$ cat src/rtl/jk_register_bank.sv
// jk_register_bank
//   WIDTH-bit bank of JK cells on one clock. The bank supports four modes:
//   hold, per-bit JK, up/down count and parallel load.
//   The count mode is built as a JK toggle chain. TC is a combinational
//   look-ahead of the wrap. CARRY is a registered one-cycle pulse after the wrap.
//   Optional feature: define JK_REGISTER_BANK_SYNC_CLR_EN to add the
//   active-low synchronous clear input SYNC_CLRL.
module jk_register_bank #(
  parameter int               WIDTH     = 8,
  parameter logic [WIDTH-1:0] RESET_VAL = '0
) (
  input  logic             MasterClock,
  input  logic             RESETL,
`ifdef JK_REGISTER_BANK_SYNC_CLR_EN
  input  logic             SYNC_CLRL,
`endif
  input  logic             CE,
  input  logic [1:0]       MODE,
  input  logic [WIDTH-1:0] J,
  input  logic [WIDTH-1:0] KL,
  input  logic [WIDTH-1:0] D,
  input  logic             UP,
  output logic [WIDTH-1:0] Q,
  output logic [WIDTH-1:0] QL,
  output logic             TC,
  output logic             CARRY
);

  typedef enum logic [1:0] {
    MODE_HOLD  = 2'b00,
    MODE_JK    = 2'b01,
    MODE_COUNT = 2'b10,
    MODE_LOAD  = 2'b11
  } mode_e;

  mode_e            mode;
  logic [WIDTH-1:0] q_q, q_d;
  logic             carry_q, carry_d;
  logic [WIDTH-1:0] toggle;
  logic [WIDTH-1:0] jk_next;
  logic [WIDTH-1:0] cnt_next;
  logic             wrap;
  logic             clr;

  assign mode = mode_e'(MODE);

`ifdef JK_REGISTER_BANK_SYNC_CLR_EN
  assign clr = ~SYNC_CLRL;
`else
  assign clr = 1'b0;
`endif

  // Toggle chain: bit i flips when every lower bit is 1 (up) or 0 (down).
  always_comb begin
    // NOTE: combinational blocks use blocking '=' and assign every output
    // first, so no path leaves a signal unassigned and no latch is inferred.
    toggle    = '0;
    toggle[0] = 1'b1;
    for (int i = 1; i < WIDTH; i++) begin
      toggle[i] = toggle[i-1] & (UP ? q_q[i-1] : ~q_q[i-1]);
    end
  end

  // Count result, wrap detect and per-bit JK result.
  assign cnt_next = q_q ^ toggle;
  assign wrap     = UP ? (&q_q) : ~(|q_q);
  assign jk_next  = (J & ~q_q) | (KL & q_q);   // J sets/toggles a 0, ~K keeps a 1

  // Terminal count is the look-ahead of the CARRY pulse on the next edge.
  assign TC = (mode == MODE_COUNT) & CE & wrap & ~clr;

  // Next-state selection: sync clear > clock enable > mode.
  always_comb begin
    q_d     = q_q;
    carry_d = 1'b0;
    if (clr) begin
      q_d = '0;
    end else if (CE) begin
      unique case (mode)
        MODE_HOLD:  q_d = q_q;
        MODE_JK:    q_d = jk_next;
        MODE_COUNT: begin
          q_d     = cnt_next;
          carry_d = wrap;
        end
        MODE_LOAD:  q_d = D;
        default:    q_d = q_q;
      endcase
    end
  end

  // State registers with asynchronous active-low reset.
  always_ff @(posedge MasterClock or negedge RESETL) begin
    // NOTE: sequential state uses non-blocking '<=' so every register
    // samples pre-edge values regardless of statement order.
    if (!RESETL) begin
      q_q     <= RESET_VAL;
      carry_q <= 1'b0;
    end else begin
      q_q     <= q_d;
      carry_q <= carry_d;
    end
  end

  assign Q     = q_q;
  assign QL    = ~q_q;
  assign CARRY = carry_q;

endmodule
$ cat config.mk
export PLATFORM = sky130hd
export DESIGN_NAME = jk_register_bank
export DESIGN_NICKNAME = d
export VERILOG_FILES = /design/src/rtl/jk_register_bank.sv
export SDC_FILE = /design/constraint.sdc
export NUM_CORES = 1
export LEC_CHECK = 0
export BUFFER_PORTS_ARGS = -buffer_cell sky130_fd_sc_hd__clkbuf_2
export CAP_MARGIN = 30
export CORE_MARGIN = 1
export CORE_UTILIZATION = 47
export CTS_BUF_LIST = sky130_fd_sc_hd__clkbuf_8 sky130_fd_sc_hd__clkbuf_16
export CTS_CLUSTER_SIZE = 25
export DETAILED_ROUTE_END_ITERATION = 16
export PLACE_DENSITY = 0.95
export SLEW_MARGIN = 15
export SYNTH_ARGS = -nofsm -noshare
export SYNTH_HDL_FRONTEND = slang
export SYNTH_SLANG_ARGS = --single-unit
$ cat constraint.sdc
create_clock -name MasterClock -period 2.35 [get_ports MasterClock]
set_input_delay 0.235 -clock MasterClock [delete_from_list [all_inputs] [get_ports MasterClock]]
set_output_delay 0.235 -clock MasterClock [all_outputs]
set_load 0.05 [all_outputs]
# Word-level counts from Yosys, hierarchy flattened
# Index checks and enable logic that the tools add are counted.
# W data, S select, Z words.
# totals
reg_bits,9
in_bits,30
word_cells,42
# op_classes
n_eq_ne,3
n_mux,11
bitwise_logic,22
reduce_logical,4
# op_table
cell,n
$pmux W8 S3,1
$and A8 B8 Y8,2
$mux W1,10
$not A1 Y1,9
$and A1 B1 Y1,8
$not A8 Y8,1
$or A8 B8 Y8,1
$reduce_and A8 Y1,1
$reduce_or A8 Y1,1
$xor A8 B8 Y8,1
$eq A2 B2 Y1 const B,2
$eq A2 B1 Y1 const B,1
$logic_not A2 Y1,1
$reduce_and A2 Y1,1

# Logic depth before layout (Yosys ltp)
# Gate-level depths: netlist of the first run.
# depth
depth_word,10
ltp_mapped,6
depth_no_buf,4

# Worst setup path before layout of the first run
# No wires, ideal clock.
# synth_path
path_type,reg2out
from,"reg q_q[1], in the netlist Q[1]"
to,out TC
arrival_ps,1741
required_ps,2115
slack_ps,374
path_stages_with_launch,4
n_path_buf,0
path_cell_list,dfrtp_1 > nand3_1 > o31ai_1 > and3_1
# synth_via
elab_chain_len,4
elab_cells_between_ends,5
# synth_rtl
item,line_no,source
"start, declared",37,"logic [WIDTH-1:0] q_q, q_d;"
"start signal, assigned",100,q_q <= q_d;
$reduce_or A8 Y1,66,assign wrap = UP ? (&q_q) : ~(|q_q);
$not A1 Y1,66,
$mux W1 *,66,
$and A1 B1 Y1 *,70,assign TC = (mode == MODE_COUNT) & CE & wrap & ~clr;
"end, declared",25,"output logic TC,"
# Mark *: on every way between the ends. The rest lies on a longest branch, timed or not.

# Final worst setup path of the first run
# layout_path
from,"reg q_q[2], in the netlist Q[2]"
to,out TC
# The elaborated chain is that of the path after synthesis.

==> impl_results.md, run 1 <==
* Pwr/cell area at 871.2 nW/um^2
* Switch Pwr at 0.0005292 W
* Largest net degree at the start of global routing at 21
* Setup tns final at 0 ps
* Reg2Reg Depth at 4
* Yosys warns at 0
* Clock sinks at 9
* Routed Antenna Nets at 0
* Die Ht at 44.55 um
* Buffer levels on the longest clock path at 2
* Vias per std cell at 5.898
* WP data arrival at 1750 ps
* ANT cells at 0
* Final Max Tran Viols at 0
* RSZ-0062 raised after global routing: false
* IO buf count at 47
* Initial drt markers at 54
* Routed wire per std cell at 14.59 um
* Die X at 44.55 um
* Worst path required time at 2120 ps
* Critical Path Start Type: flop
* Grt ovf at 0
* Fin Clk Skew at 0.9996 ps
* Final Hold Viols at 0
* Max Cap Violations at 0
* Die Area at 1984 um^2
* Slowest cell delay on critical path at 480 ps
* Post-synthesis cell count at 109
* Max VDD drop at 463.3 uV
* Fmax at 504.6 MHz
* Leak Pwr at 0.5537 nW
* Routed Wire Length at 2568 um
* DR DRC count at 1
* #FFs+latches synth at 9
* Vias in the first global route at 881
* FF-to-FF setup slack at 840 ps
* Internal at 0.0004487 W
* Crit end category: primary output
* First-pass DRT Iterations at 10
* Flop pwr share at 27.4%
* I/O pins at 48
* Min-Delay Endpoint: Q[0]
* Tightest Hold Check Type: in2reg
* CTS buffer count at 3
* Rows at 15
* Initial core utilization at 49.82%
* CP cell instances: nor3_1, nand3_1, o31ai_1, and3_1, clkbuf_2
* CTS Root Cell: clkbuf_8
* CP max stage cell: dfrtp_1
* Clock transition at path regs at 50 ps
* First-pass GRT wire length at 3836 um
* Layout area overhead at 31.91%
* Register area share after synthesis at 26.47%
* Latest clock arrival within the worst-skew pair at 240 ps
* Post-CTS Setup Bufs at 0
* GRT Overall Usage at 26.18%
* Fraction of layout cells with a size suffix above 1 at 37.09%
* Synth cell types at 37
* Worst reg2reg path startpoint: Q[2]
* Final nets at 182
* Worst hold path startpoint: CE
* CTS tree: built
* Clock share of power at 19.3%
* Slew Limit Headroom at 76.98%
* Syn_area_per_cell at 7.806 um^2
* Commonest non-fill, non-tap cell in the layout: clkbuf_2
* Status: finished, violations left
* GPL Wtd Cong at 0.8851
* Initial antenna violation count at 0
* Core area at 1708 um^2
* Final period demand of the worst path at 1982 ps
* Total Power at 0.0009778 W
* Sw Ratio at 54.12%
* Failing checks: design-rule violations
* # setup viols final at 0
* CTS Hold Buffers Added at 1
* Most frequent cells in the layout: clkbuf_2 (47), nand3_1 (12), inv_1 (10)
* H-tree Lvls at 1
* Max Fanout on Critical Path at 9
* Period utilization at 84.32%
* Post_cts resized at 0
* Hold path depth at 2
* Worst-margin pin slew at 342.4 ps
* Via count at 1,038
* Comb pwr share at 53.3%
* Crit Path Class: reg2out
* Synthesized area at 850.8 um^2
* Syn_nets at 139
* Worst r2r dst: Q[5]
* Post-DP HPWL at 1863 um
## per-layer routing
layer / track usage [%] / part of all wire (%)
met1: 33.58 / 42
met2: 45.29 / 49
met3: 3.673 / 8.1
met4: 7.879 / 0.74
met5: 0 / 0
## worst max path at each step
stage / slack [ps] / end / cells after the start / from
2_1_floorplan: 370 / TC / 3 / Q[1]
3_3_place_gp: 710 / TC / 4 / Q[0]
3_5_place_dp: 650 / TC / 5 / Q[2]
4_1_cts: 390 / TC / 5 / Q[2]
5_1_grt: 240 / TC / 4 / Q[0]
6_report: 370 / TC / 5 / Q[2]
## synth_stat cells
cell,count,area [um^2]
and4_1,1,8.760
clkbuf_1,6,22.52
mux2i_1,4,40.04
nor4_2,1,12.51
dfrtp_1,9,225.2
o31a_1,1,8.760
inv_1,9,33.78
a32o_1,1,10.01
a2bb2oi_1,1,8.760
o221ai_1,1,8.760
buf_6,2,22.52
o31ai_1,1,7.510
mux2_2,2,22.52
a31oi_1,2,12.51
a21oi_1,6,30.03
nor3_1,5,25.02
o22ai_1,3,18.77
o211ai_1,3,22.52
nor2_1,1,3.750
nand2b_1,1,6.260
buf_2,4,20.02
o21ai_1,5,25.02
xnor2_1,2,17.52
o211a_1,1,10.01
a211oi_2,1,12.51
o2bb2ai_1,1,8.760
xor2_1,1,8.760
a41oi_1,2,17.52
nand3_1,12,60.06
o21ai_0,5,25.02
a22o_1,2,17.52
and3_1,3,18.77
o311ai_1,1,8.760
or3_1,2,12.51
nand2_1,4,15.01
nor2b_1,2,12.51
o2bb2a_1,1,10.01
## power groups by stage
stage	registers (W)	logic, W	clock network [W]
after global placement	0.000259	0.000505	0
after CTS	0.000265	0.000517	0.000186
after floorplan	0.000328	0.000335	0
after global routing	0.000273	0.000545	0.000196
final	0.000268	0.000521	0.000189
after detailed placement	0.000265	0.000512	0
## cells by family after synthesis
group                  synth area share, %
buffers and inverters                11.62
multiplexers                         7.353
XOR/XNOR                             3.089
AO/OA/AOI/OAI                        30.88
flip-flops                           26.47
AND/OR/NAND/NOR                      20.59
## area by class of cell
| type | instances | area, um^2 |
|---|---|---|
| fill | 133 | 585.6 |
| sequential | 9 | 225.2 |
| clock buffer | 3 | 41.29 |
| inverter | 9 | 33.78 |
| tap | 25 | 31.28 |
| multi-input combinational | 79 | 526.8 |
| timing repair buffer | 50 | 260.3 |
| clock inverter | 1 | 3.754 |
## state kept, by name (all words and copies together) (netlist names)
name / flops
CARRY: 1
Q: 8
## critical path, delay by kind of cell (launching register included)
family	cells	cell delay (ps)
buf+inv	1	270
flops	1	480
compound gates	1	90
simple gates	3	660
## stage by stage
stage | cell area [um^2] | hold slack (ps) | instances | utilization, % | worst slack (ps)
after CTS | 1122 | 305.6 | 176 | 65.71 | 394.9
after global placement | 1067 | 106.0 | 171 | 62.49 | 706.7
after floorplan | 850.8 | -60.59 | 109 | - | 374.0
after detailed placement | 1067 | 109.9 | 171 | 62.49 | 652.8
final | 1122 | 307.3 | 176 | 65.71 | 368.4
after global routing | 1122 | 322.7 | 176 | 65.71 | 243.4
Power figures use the tool's default switching activity.
==> run 2: changes to the inputs <==
--- a/config.mk
+++ b/config.mk
@@ -5,14 +5,15 @@
 export SDC_FILE = /design/constraint.sdc
 export NUM_CORES = 1
 export LEC_CHECK = 0
+export ABC_AREA = 1
 export BUFFER_PORTS_ARGS = -buffer_cell sky130_fd_sc_hd__clkbuf_2
 export CAP_MARGIN = 30
 export CORE_MARGIN = 1
-export CORE_UTILIZATION = 47
+export CORE_UTILIZATION = 39
 export CTS_BUF_LIST = sky130_fd_sc_hd__clkbuf_8 sky130_fd_sc_hd__clkbuf_16
 export CTS_CLUSTER_SIZE = 25
 export DETAILED_ROUTE_END_ITERATION = 16
-export PLACE_DENSITY = 0.95
+export PLACE_DENSITY = 0.86
 export SLEW_MARGIN = 15
 export SYNTH_ARGS = -nofsm -noshare
 export SYNTH_HDL_FRONTEND = slang
==> constraint.sdc (replaced) <==
create_clock -name MasterClock -period 1.7 [get_ports MasterClock]
set_input_delay 0.17 -clock MasterClock [delete_from_list [all_inputs] [get_ports MasterClock]]
set_output_delay 0.17 -clock MasterClock [all_outputs]
set_load 0.05 [all_outputs]
==> impl_results.md, run 2 <==
* Status: finished clean (was finished, violations left)
* Top-count cell post-synth: nor2_1 (was nand3_1)
* # setup viols final at 0 (unchanged)
* Die X at 48.05 um (was 44.55 um)
* Final Max Tran Viols at 0 (unchanged)
* GRT Overall Usage at 25.46% (was 26.18%)
* Post-DP HPWL at 1922 um (was 1863 um)
* CP cell instances: nand2_2, or3_4, a21oi_4, buf_8 (was nor3_1, nand3_1, o31ai_1, and3_1, clkbuf_2)
* Hold path depth at 3 (was 2)
* EDFF count, synth at 0 (unchanged)
* Sw Ratio at 51.55% (was 54.12%)
* Internal at 0.0006343 W (was 0.0004487 W)
* CTS buffer count at 3 (unchanged)
* Initial antenna violation count at 0 (unchanged)
* DR DRC count at 0 (was 1)
* Ys flop type: dfrtp_1 (unchanged)
* Leak Pwr at 0.6310 nW (was 0.5537 nW)
* Commonest non-fill, non-tap cell in the layout: clkbuf_2 (unchanged)
* Min-Delay Endpoint: Q[0] (unchanged)
* Flop pwr share at 24.7% (was 27.4%)
* Post-synthesis cell count at 128 (was 109)
* FFs w/ async S/R, synth at 100.0% (unchanged)
* Routed Wire Length at 2744 um (was 2568 um)
* First-pass DRT Iterations at 5 (was 10)
* I/O pins at 48 (unchanged)
* Die Ht at 48.05 um (was 44.55 um)
* Vias in the first global route at 1,002 (was 881)
* Initial core utilization at 41.73% (was 49.82%)
* Largest net degree at the start of global routing at 12 (was 21)
* Via count at 1,160 (was 1,038)
* FF-to-FF setup slack at 370 ps (was 840 ps)
* Worst-margin pin slew at 398.3 ps (was 342.4 ps)
* Max FFs per register at 8 (unchanged)
* Register area share after synthesis at 27.23% (was 26.47%)
* Max VDD drop at 508.9 uV (was 463.3 uV)
* Post-synth top area share at 27.23% (was 26.47%)
* Worst hold path startpoint: KL[0] (was CE)
* Total Power at 0.001309 W (was 0.0009778 W)
* Clock share of power at 19.0% (was 19.3%)
* CTS Root Cell: clkbuf_8 (unchanged)
* Final Hold Viols at 0 (unchanged)
* Routed wire per std cell at 12.82 um (was 14.59 um)
* Grt ovf at 0 (unchanged)
* Pwr/cell area at 1037 nW/um^2 (was 871.2 nW/um^2)
* CP max stage cell: dfrtp_2 (was dfrtp_1)
* Top cells by area, synth: dfrtp_1 (27%), nor2_1 (10%), nand2_1 (9.5%) (was dfrtp_1 (26%), nand3_1 (7.1%), mux2i_1 (4.7%))
* H-tree Lvls at 1 (unchanged)
* Rows at 16 (was 15)
* Tightest Hold Check Type: in2reg (unchanged)
* Core area at 1982 um^2 (was 1708 um^2)
* Most frequent cells in the layout: clkbuf_2 (46), nor2_1 (22), nand2_1 (20) (was clkbuf_2 (47), nand3_1 (12), inv_1 (10))
* Slowest cell delay on critical path at 430 ps (was 480 ps)
* Worst reg2reg path startpoint: Q[2] (unchanged)
* IO buf count at 47 (unchanged)
* Yosys warns at 0 (unchanged)
* Final nets at 218 (was 182)
* Fraction of layout cells with a size suffix above 1 at 45.45% (was 37.09%)
* Synth cell types at 25 (was 37)
* Slew Limit Headroom at 73.44% (was 76.98%)
* Worst r2r dst: Q[6] (was Q[5])
* Switch Pwr at 0.0006749 W (was 0.0005292 W)
* Synthesized area at 827.0 um^2 (was 850.8 um^2)
* Buffer levels on the longest clock path at 2 (unchanged)
* WP data arrival at 1500 ps (was 1750 ps)
* Die Area at 2309 um^2 (was 1984 um^2)
* PnR worst setup slack at 28.49 ps (was 368.4 ps)
* Worst path required time at 1530 ps (was 2120 ps)
* Yosys top cell by area: dfrtp_1 (unchanged)
* Period utilization at 98.32%
* GPL Wtd Cong at 0.8266 (was 0.8851)
* Dpl ws at 102.3 ps (was 652.8 ps)
* Final period demand of the worst path at 1672 ps
* Synth top cells by count: nor2_1 (22), nand2_1 (21), a21oi_1 (12), nand3_1 (11), inv_1 (10) (was nand3_1 (12), dfrtp_1 (9), inv_1 (9), a21oi_1 (6), clkbuf_1 (6))
* Placed cells at 200 (was 171)
* ANT cells at 0 (unchanged)
* First-pass GRT wire length at 4036 um (was 3836 um)
* Final Core Density at 63.70% (was 65.71%)
* Layout area overhead at 52.65% (was 31.91%)
* Fmax at 598.3 MHz
* Reg2Reg Depth at 8 (was 4)
* Clock transition at path regs at 50 ps (about the same)
* #FFs+latches synth at 9 (unchanged)
* Syn_area_per_cell at 6.461 um^2 (was 7.806 um^2)
* CTS tree: built (unchanged)
* Max Cap Violations at 0 (unchanged)
* Clock sinks at 9 (unchanged)
* Initial drt markers at 34 (was 54)
* Routed Antenna Nets at 0 (unchanged)
* Latest clock arrival within the worst-skew pair at 230 ps (was 240 ps)
* Max Fanout on Critical Path at 7 (was 9)
* Crit Path Class: reg2out (unchanged)
* Comb pwr share at 56.3% (was 53.3%)
* Vias per std cell at 5.421 (was 5.898)
* Critical Path Start Type: flop (unchanged)
* Non-Filler Instances at 214 (was 176)
* Crit end category: primary output (unchanged)
* Syn_nets at 158 (was 139)
* Min Hold Slack at 206.9 ps (was 307.3 ps)
* Fin Clk Skew at 4.706 ps (was 0.9996 ps)
## run 2: stage by stage
step / setup TNS [ps] / area (um^2)
after floorplan: -18.36 / 853.3
after global routing: -2.924 / 1262
after detailed placement: 0 / 1105
final: 0 / 1262
after global placement: 0 / 1105
after CTS: 0 / 1214
## run 2: logic make-up after synthesis
| kind of cell | after synthesis | synth area share [%] |
|---|---|---|
| DFF | 9 | 27.23 |
| xor gates and xnor gates | 2 | 2.118 |
| and+or+nand+nor | 67 | 39.19 |
| buffers and inverters | 18 | 9.834 |
| AOI/OAI and AO/OA | 32 | 21.63 |
## run 2: how the worst max path moves through the flow
| stage | from | endpoint | slack, ps | cells after the start |
|---|---|---|---|---|
| after floorplan | Q[5] | TC | -20 | 4 |
| after global placement | Q[6] | TC | 150 | 4 |
| after detailed placement | Q[6] | TC | 100 | 4 |
| after CTS | Q[7] | TC | 6 | 4 |
| after global routing | Q[1] | TC | -3 | 4 |
| final | Q[1] | TC | 30 | 4 |
## run 2: area by class of cell
| cell class | count | area [um^2] |
|---|---|---|
| clock buffer | 3 | 41.29 |
| timing repair buffer | 59 | 337.8 |
| tap | 27 | 33.78 |
| clock inverter | 1 | 3.754 |
| sequential | 9 | 235.2 |
| multi-input combinational | 101 | 554.3 |
| fill | 169 | 719.4 |
| inverter | 14 | 56.30 |
## run 2: layer usage
layer / track usage, % / vias up / wire, um
li1: - / 555 / -
met1: 27.19 / 537 / 1094
met2: 49.46 / 62 / 1391
met3: 3.019 / 6 / 196
met4: 10.56 / 0 / 61
met5: 0 / - / 0
## run 2: power groups by stage
stage	Combinational [W]	Sequential [W]	Clock, W
after floorplan	0.000373	0.000440	0
after global placement	0.000638	0.000319	0
after detailed placement	0.000649	0.000326	0
after CTS	0.000705	0.000312	0.000253
after global routing	0.000795	0.000328	0.000261
final	0.000737	0.000323	0.000249
## run 2: critical path: cells and delay by family (launching register included)
family                 cells  cell delay, ps
and+or+nand+nor            2             520
buffers and inverters      1             150
AOI/OAI and AO/OA          1             170
DFF                        1             430
## run 2: repair_timing
action | in CTS | in global routing
gates resized for setup | 4 | 5
hold buffers | 1 | 0
pin swaps | 2 | 2
endpoints found under the hold margin | 9 | 0
endpoints found under the setup margin | 1 | 1
buffers inserted | 5 | 4
